**config.mk**
```make
export PLATFORM = sky130hd
export DESIGN_NAME = gpio_access_arbiter
export DESIGN_NICKNAME = d
export VERILOG_FILES = /design/src/rtl/gpio_arb_pkg.sv /design/src/rtl/gpio_arb_grant.sv /design/src/rtl/gpio_access_arbiter.sv
export SDC_FILE = /design/constraint.sdc
export NUM_CORES = 1
export LEC_CHECK = 0
export ABC_AREA = 1
export BUFFER_PORTS_ARGS = -buffer_cell sky130_fd_sc_hd__buf_2
export CORE_ASPECT_RATIO = 1.4
export CORE_MARGIN = 2
export CORE_UTILIZATION = 40
export DETAILED_ROUTE_END_ITERATION = 8
export PLACE_DENSITY_LB_ADDON = 0.2
export SYNTH_ARGS = -nofsm -noshare
export SYNTH_HDL_FRONTEND = slang
export SYNTH_SLANG_ARGS = --single-unit
```
**constraint.sdc**
```tcl
create_clock -name clk -period 4.25 [get_ports clk]
set_input_delay 0.425 -clock clk [delete_from_list [all_inputs] [get_ports clk]]
set_output_delay 0.425 -clock clk [all_outputs]
set_load 0.02 [all_outputs]
```
**src/rtl/gpio_arb_pkg.sv**
```systemverilog
// Shared types and constants for the two-requester GPIO access arbiter.
// Optional round-robin tie-breaking is enabled by defining GPIO_ARB_ROUND_ROBIN_EN.
package gpio_arb_pkg;

  localparam int NUM_REQ = 2;

  // Register offsets of the GPIO port as seen through gpio_addr.
  localparam logic [1:0] GPIO_REG_OUT = 2'h0;
  localparam logic [1:0] GPIO_REG_IN  = 2'h1;

  typedef enum logic [1:0] {
    ST_IDLE    = 2'd0,
    ST_SELECT  = 2'd1,
    ST_CAPTURE = 2'd2,
    ST_RESP    = 2'd3
  } state_e;

endpackage

```
**src/rtl/gpio_arb_grant.sv**
```systemverilog
// Combinational grant selection between the two requesters.
// With GPIO_ARB_ROUND_ROBIN_EN a tie goes to the requester not granted last; otherwise requester 0 wins.
module gpio_arb_grant
  import gpio_arb_pkg::*;
(
  input  logic [NUM_REQ-1:0] req_valid_i,
`ifdef GPIO_ARB_ROUND_ROBIN_EN
  input  logic               ptr_i,
`endif
  output logic [NUM_REQ-1:0] grant_o
);

  always_comb begin
    grant_o = '0;
`ifdef GPIO_ARB_ROUND_ROBIN_EN
    // ptr_i is the index granted last, so a tie favours the other one.
    if (req_valid_i == 2'b11) begin
      grant_o = ptr_i ? 2'b01 : 2'b10;
    end else begin
      grant_o = req_valid_i;
    end
`else
    if (req_valid_i[0]) begin
      grant_o = 2'b01;
    end else if (req_valid_i[1]) begin
      grant_o = 2'b10;
    end
`endif
  end

endmodule

```
**src/rtl/gpio_access_arbiter.sv**
```systemverilog
// Arbitrates two requesters onto a single GPIO port: IDLE -> SELECT (SEL_CYCLES) -> CAPTURE -> RESP.
// Define GPIO_ARB_ROUND_ROBIN_EN for round-robin tie-breaking; default is fixed priority to requester 0.
module gpio_access_arbiter
  import gpio_arb_pkg::*;
#(
  parameter int SEL_CYCLES = 1
) (
  input  logic                 clk,
  input  logic                 rst,
  input  logic [NUM_REQ-1:0]   req_valid,
  input  logic [NUM_REQ-1:0]   req_we,
  input  logic [63:0]          req_addr,
  input  logic [63:0]          req_wdata,
  output logic [NUM_REQ-1:0]   req_ready,
  output logic [NUM_REQ-1:0]   req_rvalid,
  output logic [31:0]          req_rdata,
  output logic [31:0]          gpio_addr,
  output logic [31:0]          gpio_wdata,
  output logic                 gpio_select,
  input  logic [31:0]          gpio_rdata,
  output logic [1:0]           dbg_state_o
);

  localparam logic [3:0] SEL_LOAD = 4'(SEL_CYCLES - 1);

  state_e       state_q, state_d;
  logic [3:0]   cnt_q, cnt_d;
  logic [31:0]  addr_q, addr_d;
  logic [31:0]  wdata_q, wdata_d;
  logic [31:0]  rdata_q, rdata_d;
  logic         we_q, we_d;
  logic         owner_q, owner_d;
  logic [NUM_REQ-1:0] grant;
  logic         accept;
  logic         acc_idx;

`ifdef GPIO_ARB_ROUND_ROBIN_EN
  logic ptr_q, ptr_d;
`endif

  gpio_arb_grant u_grant (
    .req_valid_i (req_valid),
`ifdef GPIO_ARB_ROUND_ROBIN_EN
    .ptr_i       (ptr_q),
`endif
    .grant_o     (grant)
  );

  // Handshake: a request is taken on a rising edge where req_valid[i] & req_ready[i];
  // ready is only offered in IDLE, and a requester may withdraw valid at any time before that.
  assign req_ready = (state_q == ST_IDLE) ? grant : '0;
  assign accept    = |(req_valid & req_ready);
  assign acc_idx   = grant[1];

  always_comb begin
    state_d = state_q;
    cnt_d   = cnt_q;
    addr_d  = addr_q;
    wdata_d = wdata_q;
    rdata_d = rdata_q;
    we_d    = we_q;
    owner_d = owner_q;
`ifdef GPIO_ARB_ROUND_ROBIN_EN
    ptr_d   = ptr_q;
`endif
    case (state_q)
      ST_IDLE: begin
        if (accept) begin
          state_d = ST_SELECT;
          cnt_d   = SEL_LOAD;
          addr_d  = acc_idx ? req_addr[63:32]  : req_addr[31:0];
          wdata_d = acc_idx ? req_wdata[63:32] : req_wdata[31:0];
          we_d    = req_we[acc_idx];
          owner_d = acc_idx;
`ifdef GPIO_ARB_ROUND_ROBIN_EN
          ptr_d   = acc_idx;
`endif
        end
      end
      ST_SELECT: begin
        if (cnt_q == 4'd0) begin
          state_d = ST_CAPTURE;
        end else begin
          cnt_d = cnt_q - 4'd1;
        end
      end
      ST_CAPTURE: begin
        rdata_d = we_q ? 32'h0 : gpio_rdata;
        state_d = ST_RESP;
      end
      ST_RESP: begin
        state_d = ST_IDLE;
      end
      default: begin
        state_d = ST_IDLE;
      end
    endcase
  end

  always_ff @(posedge clk or posedge rst) begin
    if (rst) begin
      state_q <= ST_IDLE;
      cnt_q   <= 4'd0;
      addr_q  <= 32'h0;
      wdata_q <= 32'h0;
      rdata_q <= 32'h0;
      we_q    <= 1'b0;
      owner_q <= 1'b0;
`ifdef GPIO_ARB_ROUND_ROBIN_EN
      ptr_q   <= 1'b1;
`endif
    end else begin
      state_q <= state_d;
      cnt_q   <= cnt_d;
      addr_q  <= addr_d;
      wdata_q <= wdata_d;
      rdata_q <= rdata_d;
      we_q    <= we_d;
      owner_q <= owner_d;
`ifdef GPIO_ARB_ROUND_ROBIN_EN
      ptr_q   <= ptr_d;
`endif
    end
  end

  assign gpio_select = (state_q == ST_SELECT);
  assign gpio_addr   = addr_q;
  assign gpio_wdata  = wdata_q;
  assign req_rvalid  = (state_q == ST_RESP) ? (owner_q ? 2'b10 : 2'b01) : 2'b00;
  assign req_rdata   = (state_q == ST_RESP) ? rdata_q : 32'h0;
  assign dbg_state_o = state_q;

endmodule

```
# Word level (Yosys, flattened, before mapping)
# Index checks and enable logic that the tools add are counted.
dict set report totals {
  ramBits 0
  wordCells 40
  out_inout_bits 103
  latchBits 0
  rom_bits 0
  input_bits 166
  regBits 104
  memories 0
}
dict set report op_classes {
  n_addsub 1
  n_eq_ne 6
  n_reduce_logical 7
  n_mul 0
  n_div 0
  n_mux 17
  order_cmp 1
  bitwise 1
  shifts 0
}
# cell n
set ops {}
lappend ops {{$mux 32} 4}
lappend ops {{$mux 2} 7}
lappend ops {{$mux 4} 2}
lappend ops {{$pmux 2 s4} 1}
lappend ops {{$pmux 4 s2} 1}
lappend ops {{$eq 2x2->1 const B} 2}
lappend ops {{$logic_not 4->1} 1}
lappend ops {{$ne 2x2->1 const B} 2}
lappend ops {{$reduce_and 2->1} 2}
lappend ops {{$sub 4x1->4 const B} 1}
lappend ops {{$reduce_and 3->1} 1}
lappend ops {{$and 2x2->2} 1}
lappend ops {{$eq 2x1->1 const B} 1}
lappend ops {{$logic_not 2->1} 1}
lappend ops {{$lt 1x2->1 const B} 1}
lappend ops {{$mux 1} 2}
lappend ops {{$ne 2x1->1 const B} 1}
lappend ops {{$reduce_bool 2->1} 1}
lappend ops {{$reduce_or 2->1} 1}

# Depth between registers and ports, before layout
# Gate-level depths: netlist (run 1).
dict set report depth {
  depth_word 7
  ltp_mapped 9
  ltp_nobuf 9
}

# Modules after synthesis
# A second synthesis (run 1) with hierarchy kept.
dict set report hier_totals {
  cells_unflattened 569
  area_unflattened_um2 5032.3
}
# module area_each_um2 instances cells_per_inst seq_area_each_um2
set modules_own_cells {}
lappend modules_own_cells {gpio_access_arbiter 5014.8 1 566 2602.5}
lappend modules_own_cells {gpio_arb_grant 17.5 1 3 0.0}

# Worst setup path after synthesis (run 1)
# No wires, ideal clock.
dict set report synth_timing {
  path_kind {register -> output}
  start {register state_q[1] (netlist: dbg_state_o[1])}
  end {output port req_rdata[10]}
  path_buffers 2
  path_stages_with_launch 6
  path_slack_ps 2454
  required_time_ps 3825
  t_arrival_ps 1371
  cell_sequence {dfrtp_1 -> ha_1 -> clkbuf_1 -> clkbuf_1 -> nand2_1 -> inv_1}
}
dict set report synth_between {
  elab_chain_len 2
}
# item line_no
set synth_rtl {}
lappend synth_rtl {{from (decl)} gpio_access_arbiter.sv:26} ;# state_e state_q, state_d;
lappend synth_rtl {{from (signal assigned)} gpio_access_arbiter.sv:113} ;# state_q <= state_d;
lappend synth_rtl {{$eq 2x2->1} gpio_access_arbiter.sv:130} ;# assign req_rdata = (state_q == ST_RESP) ? rdata_q : 32'h0;
lappend synth_rtl {{$mux 32} gpio_access_arbiter.sv:130}
lappend synth_rtl {{to (decl)} gpio_access_arbiter.sv:16} ;# output logic [31:0] req_rdata,
# No other way between the ends.

# Worst setup path in the final report (run 1)
dict set report layout_timing {
  start {register state_q[1] (netlist: dbg_state_o[1])}
  end {output port req_rdata[12]}
}
# Same word-level chain as after synthesis.

==> results.yml, run 1 <==
power_and_ir_drop:
  ir_drop_mv: 0.3109
  total_leakage_power_nw: 4.293
  combinationalPowerShare_pct: 46.5
  p_sw_share_pct: 44.48
  power_switching_mw: 2.040
  p_int_mw: 2.547
  power_frac_seq_pct: 36.8
  clock_power_share_pct: 16.7
  powerDensity_nw_per_um2: 641.9
global_routing:
  grt_max_degree: 131
  grt_pass1_vias: 4839
  gr-usage-all-layers_pct: 20.02
  initial_antenna_violation_count: 0
  overflow: 0
  grt_first_pass_wirelength_um: 23200
clocking:
  cts.htree.levels: 3
  clock_tree_from_tritoncts: "built"
  tritoncts.num_buffers: 9
  cts.clk_slew.worst_paths_ns: 0.07
  cts.sink_count: 104
  root_buffer: "sky130_fd_sc_hd__clkbuf_16"
  cts_resized: 0
  cts-root-to-sink-buffers: 2
  clkLatencyLatePin_ns: 0.34
  post-cts-setup-buffers: 0
  cts-hold-fix-buffers: 0
final_layout:
  n_fill_cell: 1377
  final-seq-area_sq_um: 2603
  synthToLayoutAreaGrowth_pct: 29.30
  commonest_cells_after_routing_fill_and_taps_aside: "sky130_fd_sc_hd__buf_2, sky130_fd_sc_hd__nand2_1, sky130_fd_sc_hd__inv_1"
  multiInputGateArea_sq_um: 2118
  most_common_cell_after_layout_fill_and_taps_aside: "sky130_fd_sc_hd__buf_2"
  instances_no_fill: 1188
  final_layout_size_suffix_gt1_share_pct: 29.13
  final_util_pct: 53.13
  diodes: 0
  nets: 1175
route:
  route.vias.total: 5403
  dr_vias_cell: 4.548
  antenna_left: 0
  drt_pass1_iterations: 4
  dr.first_iter.drc_count: 165
  wire_per_inst_um: 12.53
  drc: 0
  finalWirelength_um: 14890
placed_design:
  place_worst_setup_slack_ns: 2.032
  place.gp.congestion: 0.7999
  dp_hpwl_um: 10870
  numPlacedInstances: 1173
  io_buffers: 268
timing:
  pin_slew_with_the_least_headroom_to_its_limit_ns: 1.180
  slew-limit-headroom_pct: 21.03
  hold_viol: 0
  crit_path_time_final_ns: 2.523
  post-route-worst-setup-slack_ns: 1.727
  max_freq_ghz: 0.3963
  fin_worst_skew_ns: 0.009231
  final.setup.tns_ns: 0
  min_period_over_period_pct: 59.37
  grt_setup_unrepaired: "false"
  final-max-slew-violation-count: 0
  finalSetupViolations: 0
logic_synthesis:
  post_synth_instance_area_sq_um: 5527
  synth_top_area_cell: "sky130_fd_sc_hd__dfrtp_1"
  ys_seq_elements: 104
  synth_fp_nets: 941
  synthDominantCellAreaShare_pct: 47.09
  post_synth_inst_count: 768
  synth_sequential_area_ratio_pct: 47.09
  syn-mean-instance-area_sq_um: 7.196
  synth.yosys.warnings: 0
  synthTopCellsByArea: "sky130_fd_sc_hd__dfrtp_1, sky130_fd_sc_hd__nand2_1, sky130_fd_sc_hd__inv_1"
  synth.distinct_cells: 18
worst_setup_path:
  launching_element_type_of_the_critical_path: "register"
  worst_ep_required_time_ns: 3.83
  worstSetupEndpointType: "primary output"
  critical_path.max_fanout: 34
  cp_data_arrival_time_ns: 2.10
  worst-setup-path-type: "register to primary output"
die:
  core_area_sq_um: 13450
  design.die.area_sq_um: 14790
  floorplan.initialDensity_pct: 41.09
  number_of_core_rows: 50
  die_width_um: 103.3
  die_h_um: 143.1
  io_pins: 269
min_path:
  min-delay-path-class: "primary input to async pin"
flow_run:
  cap_viol_max_count: 0
status:
  run_status: "finished, final reports clean"
flip-flops by register name, summed over array words and instances (netlist names):
register and count:
we_q 1, cnt_q 4, gpio_addr 32, dbg_state_o 2
gpio_wdata 32, rdata_q 32, owner_q 1
cell families (layout without fill, tap and decap cells):
group,count (synthesis),in the layout,synth area share [%]
and+or+nand+nor,360,360,26.87
buffers and inverters,192,430,14.81
AOI/OAI and AO/OA,104,104,9.486
DFF,104,104,47.09
adders and majority gates,7,7,1.585
xor gates and xnor gates,1,1,0.1585
cell type report:
class,count,area share (%)
well taps,182,3.187
flip-flops and latches,104,36.42
clock inverters,4,0.4378
clock buffers,11,3.397
inverters,143,7.547
repair buffers,272,19.37
multi-input cells,472,29.64
worst max-delay path, cell delays in order, from the launching register on:
cell,delay [ns]
sky130_fd_sc_hd__dfrtp_1,0.42
sky130_fd_sc_hd__ha_1,0.95
sky130_fd_sc_hd__nand2_1,0.14
sky130_fd_sc_hd__inv_1,0.09
sky130_fd_sc_hd__buf_2,0.16
path summary, 6_finish.rpt:
kind | to | depth (start not counted) | startpoint | slack (ns)
worst min-delay path | gpio_wdata[10]$_DFFE_PP0P_ | 2 | rst | 0.28
worst min register to register | cnt_q[0]$_DFFE_PP0P_ | 2 | cnt_q[0]$_DFFE_PP0P_ | 0.50
max in group asynchronous | cnt_q[2]$_DFFE_PP0P_ | 3 | rst | 3.00
worst max-delay path | req_rdata[12] | 4 | dbg_state_o[1]$_DFFE_PP0P_ | 1.73
worst max register to register | rdata_q[0]$_DFFE_PP0P_ | 3 | dbg_state_o[0]$_DFFE_PP0P_ | 2.37
min in group clk | rdata_q[12]$_DFFE_PP0P_ | 3 | gpio_rdata[12] | 0.32
synthesized netlist by cell type:
cell and instances:
sky130_fd_sc_hd__nand2_1 250, sky130_fd_sc_hd__inv_1 142, sky130_fd_sc_hd__dfrtp_1 104, sky130_fd_sc_hd__nand3_1 100
sky130_fd_sc_hd__o21ai_1 64, sky130_fd_sc_hd__o21ai_0 39, sky130_fd_sc_hd__buf_2 21, sky130_fd_sc_hd__clkbuf_1 12
sky130_fd_sc_hd__buf_6 8, sky130_fd_sc_hd__nor2_1 8, sky130_fd_sc_hd__ha_1 7, sky130_fd_sc_hd__buf_1 5
sky130_fd_sc_hd__buf_4 3, sky130_fd_sc_hd__a21oi_2 1, sky130_fd_sc_hd__inv_2 1, sky130_fd_sc_hd__nand3_2 1
sky130_fd_sc_hd__or2_2 1, sky130_fd_sc_hd__xor2_1 1
power by group through the flow:
| stage | Clock [mW] | Sequential [mW] | Combinational [mW] |
|---|---|---|---|
| 5_1_grt | 0.832 | 1.74 | 2.40 |
| 4_1_cts | 0.792 | 1.69 | 2.17 |
| 3_3_place_gp | 0 | 1.69 | 2.13 |
| 6_report | 0.764 | 1.69 | 2.13 |
| 2_1_floorplan | 0 | 2.03 | 1.13 |
| 3_5_place_dp | 0 | 1.69 | 2.17 |
metal layers:
metal	wire, um	global-route usage (%)	vias up
met1	6415	25.81	2364
li1	-	-	2804
met5	0	0	-
met3	1039	4.356	24
met2	7089	32.60	211
met4	345	7.479	0
per-stage QoR:
stage / power, mW / hold slack (ns) / instance area (sq um)
after floorplan: 3.164 / 0.4530 / 5527
after CTS: 4.653 / 0.3079 / 7146
final: 4.587 / 0.2781 / 7146
after global routing: 4.975 / 0.3220 / 7146
after global placement: 3.822 / 0.4677 / 6872
after detailed placement: 3.866 / 0.4881 / 6872
No activity file was read; power rests on OpenSTA's default activity.
==> run 2: changes to the inputs <==
Clock period 4.25 ns to 2 ns, I/O delays scaled along.
==> run 2 against run 1 <==
Compared with the run above: clock-buffer cell count unchanged; combinational power increased by 120%; sequential power increased by 110%; global-route usage about the same; utilization increased by 1.1 points; clock power increased by 110%; setup slack got worse by 1.5 ns; sequential cell count unchanged; register-to-register slack got worse by 2.1 ns; final area increased by 2.0%; non-clock buffer count increased by 10; first-iteration DRC count increased by 20%.
==> results.yml, run 2 (synthesis gave the netlist of run 1 again) <==
worst_setup_path:
  critical_path.max_fanout: 34
  critPathSlowestCell: "sky130_fd_sc_hd__dfrtp_1"
  launching_element_type_of_the_critical_path: "register"
  path_cells: "ha_1 > buf_4 > nand2_1 > inv_1 > buf_2"
  worst-setup-path-type: "register to primary output"
  cp_data_arrival_time_ns: 1.59
  worst_path_largest_cell_delay_ns: 0.42
  worstSetupEndpointType: "primary output"
  worst_ep_required_time_ns: 1.80
route:
  antenna_left: 0
  wire_per_inst_um: 12.48
  dr.first_iter.drc_count: 198
  drc: 0
  finalWirelength_um: 14940
  drt_pass1_iterations: 4
  dr_vias_cell: 4.469
  route.vias.total: 5349
placed_design:
  place.gp.congestion: 0.8021
  dp_hpwl_um: 11150
  place_worst_setup_slack_ns: 0.2193
  io_buffers: 268
timing:
  slew-limit-headroom_pct: 54.79
  post-route-worst-setup-slack_ns: 0.2133
  crit_path_time_final_ns: 1.787
  min_period_over_period_pct: 89.34
  final-max-slew-violation-count: 0
  final.setup.tns_ns: 0
  fin_worst_skew_ns: 0.009587
  finalSetupViolations: 0
  grt_setup_unrepaired: "false"
  max_freq_ghz: 0.5597
  pin_slew_with_the_least_headroom_to_its_limit_ns: 0.6781
  hold_viol: 0
die:
  io_pins: 269
  core_area_sq_um: 13450
  number_of_core_rows: 50
  die_width_um: 103.3
  die_h_um: 143.1
  floorplan.initialDensity_pct: 41.09
  design.die.area_sq_um: 14790
clocking:
  cts_resized: 0
  cts.htree.levels: 3
  clkLatencyLatePin_ns: 0.34
  cts.clk_slew.worst_paths_ns: 0.07
  cts.sink_count: 104
  clock_tree_from_tritoncts: "built"
  post-cts-setup-buffers: 0
  cts-hold-fix-buffers: 1
  cts-root-to-sink-buffers: 2
  root_buffer: "sky130_fd_sc_hd__clkbuf_16"
  tritoncts.num_buffers: 9
final_layout:
  diodes: 0
  final_layout_size_suffix_gt1_share_pct: 29.66
  n_fill_cell: 1347
  commonest_cells_after_routing_fill_and_taps_aside: "sky130_fd_sc_hd__buf_2, sky130_fd_sc_hd__nand2_1, sky130_fd_sc_hd__inv_1"
  nets: 1185
  most_common_cell_after_layout_fill_and_taps_aside: "sky130_fd_sc_hd__buf_2"
  synthToLayoutAreaGrowth_pct: 31.88
min_path:
  min-delay-path-class: "primary input to register"
global_routing:
  global_route.usage.met3_pct: 3.133
  overflow: 0
  grt_max_degree: 66
  initial_antenna_violation_count: 0
  grt-busiest-layer: "met2"
  use_met1_pct: 26.00
  grt_pass1_vias: 4835
  gr-usage-all-layers_pct: 20.06
  grt_first_pass_wirelength_um: 23340
  met2_track_utilization_from_global_routing_pct: 32.97
status:
  run_status: "finished, final reports clean"
power_and_ir_drop:
  ir_drop_mv: 0.5260
  powerDensity_nw_per_um2: 1355
  total_leakage_power_nw: 4.361
flow_run:
  cap_viol_max_count: 0
==> run 2: through the flow <==
step	area [sq um]	cells	hold WS, ns	power [mW]	util (%)
after global placement	7015	1182	0.3117	8.293	52.16
after global routing	7288	1197	0.09662	10.72	54.19
final	7288	1197	0.09289	9.878	54.19
after floorplan	5530	768	0.3501	6.724	-
after detailed placement	7015	1182	0.3105	8.378	52.16
after CTS	7288	1197	0.08372	10.03	54.19
==> run 2: area by class of cell <==
cell class	count	area, sq um	share of cell area [%]
Tap cell	182	227.7	3.124
Timing Repair Buffer	282	1536	21.08
Sequential cell	104	2603	35.71
Inverter	143	540.5	7.416
Multi-Input combinational cell	472	2118	29.06
Clock buffer	11	242.7	3.330
Clock inverter	3	20.02	0.2747
==> run 2: routing by layer <==
metal,share of wire (%),vias to the layer above
met3,5.7,24
met5,0,-
met2,49,185
met1,43,2315
li1,-,2825
met4,2.6,0
==> run 2: worst max-delay path, delay by kind of cell (launching register included) <==
| family | cells | cell delay (ns) |
|---|---|---|
| buffers and inverters | 3 | 0.53 |
| flip-flops | 1 | 0.42 |
| adder cells (fa/ha/maj) | 1 | 0.17 |
| AND/OR/NAND/NOR | 1 | 0.11 |
==> run 2: path summary, 6_finish.rpt <==
| path | from | end | slack (ns) | cells past startpoint |
|---|---|---|---|---|
| hold / removal | gpio_rdata[14] | rdata_q[14]$_DFFE_PP0P_ | 0.09 | 3 |
| setup / recovery | dbg_state_o[0]$_DFFE_PP0P_ | req_rdata[18] | 0.21 | 5 |
| hold reg to reg | cnt_q[0]$_DFFE_PP0P_ | cnt_q[0]$_DFFE_PP0P_ | 0.50 | 2 |
| setup reg to reg | dbg_state_o[0]$_DFFE_PP0P_ | gpio_wdata[2]$_DFFE_PP0P_ | 0.23 | 7 |
| max in group asynchronous | rst | gpio_addr[8]$_DFFE_PP0P_ | 0.91 | 4 |
| min in group asynchronous | rst | rdata_q[18]$_DFFE_PP0P_ | 0.50 | 4 |
==> run 2: where the power goes <==
group | switching [mW] | leakage, nW | total (mW) | internal, mW
registers | 0.505 | 1.31 | 3.57 | 3.06
clock network | 0.733 | 0.123 | 1.60 | 0.863
logic | 3.11 | 2.93 | 4.71 | 1.61
total | 4.34 | 4.36 | 9.88 | 5.53
